File: src/rtl/stream_fifo.sv
// rtl/stream_fifo.sv - first-word-fall-through stream FIFO with occupancy, almost-full and sticky overflow
module stream_fifo #(
    parameter int WIDTH    = 8,
    parameter int DEPTH    = 16,
    parameter int AF_LEVEL = DEPTH - 2
) (
    input  logic                     clk,
    input  logic                     rst,
    input  logic                     in_valid,
    output logic                     in_ready,
    input  logic [WIDTH-1:0]         in_data,
    output logic                     out_valid,
    input  logic                     out_ready,
    output logic [WIDTH-1:0]         out_data,
    output logic [$clog2(DEPTH):0]   count,
    output logic                     almost_full,
    output logic                     overflow
);

    localparam int AW = $clog2(DEPTH);
    localparam int CW = AW + 1;
    localparam logic [CW-1:0] FULL_COUNT = CW'(DEPTH);
    localparam logic [CW-1:0] AF_COUNT   = CW'(AF_LEVEL);

    logic [WIDTH-1:0] mem [DEPTH];
    logic [AW-1:0]    wr_ptr;
    logic [AW-1:0]    rd_ptr;
    logic             wr_fire;
    logic             rd_fire;

    // Full and empty come from count alone; pointers are free-running and wrap naturally.
    // A full FIFO refuses writes even when a read fires in the same cycle.
    assign in_ready    = (count != FULL_COUNT) && !rst;
    assign out_valid   = (count != '0);
    assign out_data    = out_valid ? mem[rd_ptr] : '0;
    assign almost_full = (count >= AF_COUNT);
    assign wr_fire     = in_valid && in_ready;
    assign rd_fire     = out_valid && out_ready;

    // Storage is not reset; only writes that actually fire touch it.
    always_ff @(posedge clk) begin
        if (wr_fire) begin
            mem[wr_ptr] <= in_data;
        end
    end

    // Pointer, occupancy and sticky overflow state; reset discards queued data and same-cycle fires.
    always_ff @(posedge clk) begin
        if (rst) begin
            wr_ptr   <= '0;
            rd_ptr   <= '0;
            count    <= '0;
            overflow <= 1'b0;
        end else begin
            if (wr_fire) begin
                wr_ptr <= wr_ptr + AW'(1);
            end
            if (rd_fire) begin
                rd_ptr <= rd_ptr + AW'(1);
            end
            count <= count + CW'(wr_fire) - CW'(rd_fire);
            if (in_valid && !in_ready) begin
                overflow <= 1'b1;
            end
        end
    end

endmodule
File: config.mk
export PLATFORM = sky130hd
export DESIGN_NAME = stream_fifo
export DESIGN_NICKNAME = d
export VERILOG_FILES = /design/src/rtl/stream_fifo.sv
export SDC_FILE = /design/constraint.sdc
export NUM_CORES = 1
export LEC_CHECK = 0
export BUFFER_PORTS_ARGS = -buffer_cell sky130_fd_sc_hd__buf_2
export CAP_MARGIN = 20
export CORE_MARGIN = 4
export CORE_UTILIZATION = 35
export DETAILED_ROUTE_END_ITERATION = 8
export PLACE_DENSITY_LB_ADDON = 0.15
export RECOVER_POWER = 50
export SYNTH_ARGS = -nofsm -noshare
export SYNTH_HDL_FRONTEND = slang
export SYNTH_SLANG_ARGS = --single-unit
File: constraint.sdc
create_clock -name clk -period 2.45 [get_ports clk]
set_input_delay 0.245 -clock clk [delete_from_list [all_inputs] [get_ports clk]]
set_output_delay 0.245 -clock clk [all_outputs]
set_load 0.02 [all_outputs]
-- After elaboration in Yosys (flattened, before gate mapping)
Memories as Yosys holds them, arrays and structs flattened. A register that Yosys moved wholly into a read port is not among the register bits.
Cells that the tools add are included.
- logic and storage cells: 23
- memories kept: 1
- flip-flop bits (word level): 14
- RAM bits: 128
- eq/ne operators: 1
- multiplexer cells: 5
- reduce and logical (&&, ||, !) cells: 7
- $lt $le $gt $ge: 1
- $add $sub $neg: 4
- memories (memory ; words ; width ; rd ports ; clocked after Yosys merged registers in ; write ports ; line ; text):
    mem ; 16 ; 8 ; 1 ; 1 ; 1 ; 25 ; logic [WIDTH-1:0] mem [DEPTH];
- operators by type and width (cell ; number):
    adder 4 x 1 -> 4 bit (second input constant) ; 2
    2-to-1 mux 4 bit ; 2
    2-to-1 mux 8 bit ; 1
    adder 5 x 1 -> 5 bit ; 1
    greater-or-equal comparator 5 x 4 -> 1 bit (second input constant) ; 1
    inequality test 5 bit (second input constant) ; 1
    nonzero test 5 bit ; 1
    subtractor 5 x 1 -> 5 bit ; 1
    logical AND 1 bit ; 4
    zero test 1 bit ; 2
    2-to-1 mux 1 bit ; 2

-- Longest topological paths before layout
- depth after elaboration: 5
- gate-level depth with buffers: 13

-- Least setup slack after synthesis
Ideal clock, no wire load.
- path kind: register -> register
- start: reg count[2]
- end: reg count[4]
- slack: -0.274 ns
- arrival time: 2.597 ns
- stages on the path, launching flop included: 14
- buffers on the path: 1
- required time: 2.322 ns
- cell sequence: dfxtp_1 -> inv_1 -> ha_1 -> and4bb_2 -> nor2b_1 -> clkbuf_1 -> or2_2 -> nand2_1 -> ha_1 -> fa_1 -> a21oi_1 -> o21bai_1 -> xnor2_1 -> nor2_1
- longest elaborated chain between the ends: 5
- elaborated cells between the ends (all ways): 7
- ends and longest elaborated chain (element ; line ; text):
    from (decl) ; 15 ; output logic [$clog2(DEPTH):0] count,
    from (signal assigned) ; 61 ; count <= count + CW'(wr_fire) - CW'(rd_fire);
    inequality test 5 bit ; 33 ; assign in_ready = (count != FULL_COUNT) && !rst;
    logical AND 1 bit ; 33 ;
    logical AND 1 bit ; 37 ; assign wr_fire = in_valid && in_ready;
    adder 5 x 1 -> 5 bit ; 61 ;
    subtractor 5 x 1 -> 5 bit * ; 61 ;
Every way passes the cells marked *; elsewhere a longest branch is shown, timed or not.
A chain may end at the register's enable or synchronous reset.

==> flow_summary.json <==
{
  "cts_hold_buf": 0,
  "synth_area_leader_cell": "edfxtp_1",
  "final.setup_skew_ns": 0.00503,
  "setup_violations": 0,
  "fmax_mhz": 412,
  "status": "complete, no violations",
  "synthToLayoutAreaGrowth_pct": 23.1,
  "num_antenna_cells": 0,
  "clock_path_buffers": 2,
  "relSlewSlack_pct": 51.1,
  "max-cap-violations": 0,
  "cts_buffers": 17,
  "ios": 29,
  "slowest_stage": "mux4_2",
  "synth_area_mm2": 0.00594,
  "synth_area_leaders": "edfxtp_1 (65%), mux4_2 (7.2%), dfxtp_1 (6.1%)",
  "yosys.cell_types.count": 35,
  "wl_per_cell_um": 19.5,
  "grt_pass1_vias": 3281,
  "ys.flop_type": "edfxtp_1",
  "irDropWorstVdd_v": 0.000589,
  "fin_util_pct": 44.1,
  "drive_above_1_share_pct": 35.1,
  "hold_path_class": "in2reg",
  "synth_fp_nets": 347,
  "power_density_mw_per_mm2": 1030,
  "fin_crit_ns": 2.43,
  "place.gp.congestion": 0.772,
  "overflow": 0,
  "cts_num_sinks": 146,
  "stdcell_area_mm2": 0.00731,
  "dp_hpwl_um": 7730,
  "antenna_left": 0,
  "multi_input_area_mm2": 0.00168,
  "grt_use_total_pct": 13.6,
  "rows": 47,
  "max_stage_delay_ns": 0.49,
  "antenna_found_initial": 0,
  "ys_async_sr_fraction_pct": 0,
  "vias": 3083,
  "tightest_slew_ns": 0.733,
  "clkLatencyLatePin_ns": 0.42,
  "worstSetupPathType": "reg2out",
  "grt_pass1_wl_um": 19300,
  "num-nets-final": 420,
  "start_kind": "flip-flop",
  "grt_max_degree": 25,
  "synth_seq_cells": 146,
  "cp-end-kind": "output port",
  "path_clk_slew_ns": 0.06,
  "yosys_warnings": 0,
  "crit_chain": "buf_12, buf_6, mux4_2, mux2_4, o21ai_4, a21oi_2, buf_6",
  "maxSlewViolCount": 0,
  "syn_avg_cell_area_um2": 18.5,
  "start_util_pct": 35.8,
  "synth.top_cells.by_count": "edfxtp_1 (128), nor2_1 (25), mux4_2 (19), dfxtp_1 (18), a21oi_1 (14)",
  "final-hold-violation-count": 0,
  "rsz0062_at_grt": "true",
  "r2r_slack_ns": 0.08,
  "die-area_mm2": 0.0191,
  "post-place-ws_ns": 0.0405,
  "core_mm2": 0.0166,
  "wirelength_um": 12200,
  "dpl_cell_area_mm2": 0.00657,
  "power.leakage_nw": 2.46,
  "netlist_instances": 321,
  "io_buffer_count": 28,
  "drc": 0,
  "yosysSeqAreaShare_pct": 70.8,
  "die_w_um": 138,
  "cp.arrival_ns": 2.18,
  "fp.dieH_um": 138,
  "cts_tree": "yes",
  "critPathRequiredTime_ns": 2.20,
  "path_max_fanout": 6,
  "first_pass_iters": 5,
  "yosysTopAreaCellShare_pct": 64.7,
  "vias_per_cell": 4.92,
  "cts-htree-levels": 4,
  "clock-root-buffer": "clkbuf_16",
  "drtIter0Drc": 139,
  "regArea_mm2": 0.00421,
  "worst_slack_ns": 0.0200,
  "synth.most_common_cell": "edfxtp_1",
  "fin_crit_sh_pct": 99.2,
  "synth-edff-count": 128,
  "fill_cells": 1512,
  "crit_top_cell": "buf_6"
}
-- report_power, final --
group          internal (mW)  switching (mW)
logic                   1.03            1.07
registers               2.81          0.0852
clock network           1.59           0.950
total                   5.43            2.11
-- path summary, 6_finish.rpt --
kind | startpoint | end | cells after the start
hold / removal | in_valid | overflow$_SDFFE_PP0P_ | 3
setup reg to reg | count[2]$_SDFF_PP0_ | count[4]$_SDFF_PP0_ | 12
setup / recovery | flip-flop | out_data[5] | 7
hold reg to reg | overflow$_SDFFE_PP0P_ | overflow$_SDFFE_PP0P_ | 2
-- registers in the layout, summed over array words and instances (netlist names), named ones only --
register  cells
overflow      1
count         5
wr_ptr        4
rd_ptr        4
mem         128
-- stage by stage --
step                instances  setup TNS (ns)  hold slack (ns)  total power, mW
floorplan                 321               0            0.344             4.17
global placement          589               0            0.453             4.74
detailed placement        589               0            0.460             4.74
CTS                       627         -0.0200           0.0487             7.56
global route              627          -0.506           0.0793             7.92
finish                    627               0           0.0632             7.54
-- area by class of cell --
type,instances,share of cell area [%]
clock inverter,11,1.88
sequential,146,57.6
tap,220,3.77
multi-input combinational,152,23.0
clock buffer,21,6.02
inverter,6,0.308
timing repair buffer,71,7.43
-- layout by cell type (no fill, tap or decap), types with 4 or more instances in the layout --
master       n
nand2_1      9
clkbuf_1    19
buf_2        6
ha_1        11
mux4_1       4
a21oi_1      9
inv_1        4
mux2_4       7
buf_4       41
o21ai_2      5
a21oi_2      5
nor3_1       4
buf_12       5
clkinv_2     4
mux2i_1      9
nor2_1      25
edfxtp_1   128
clkbuf_16   17
xor2_1       4
dfxtp_1     15
nor2b_1      4
mux4_2      28
xnor2_1      4
-- critical path, delay by kind of cell, from the launching register on --
kind	cells	cell delay (ns)
multiplexers	2	0.77
flip-flops	1	0.39
buffers and inverters	3	0.38
AO/OA/AOI/OAI	2	0.22
-- per-layer routing --
layer | share of wire, % | GRT usage, % | vias to the layer above
met3 | 3.6 | 3.69 | 15
li1 | - | - | 1407
met4 | 1.5 | 4.68 | 0
met2 | 49 | 21.7 | 68
met5 | 0 | 0 | -
met1 | 46 | 18.1 | 1593
-- logic make-up after synthesis --
| group | share of synthesized area (%) |
|---|---|
| AOI/OAI and AO/OA | 2.23 |
| xor gates and xnor gates | 1.18 |
| adders and majority gates | 3.08 |
| buffers and inverters | 2.27 |
| DFF | 70.8 |
| muxes | 16.0 |
| and+or+nand+nor | 4.49 |
-- repair_timing --
action	in CTS	in global routing
gates cloned	1	0
pin swaps	0	6
resized for setup	44	13
buffers inserted	6	1
endpoints found under the setup margin	8	9
No activity file was read; power rests on OpenSTA's default activity.
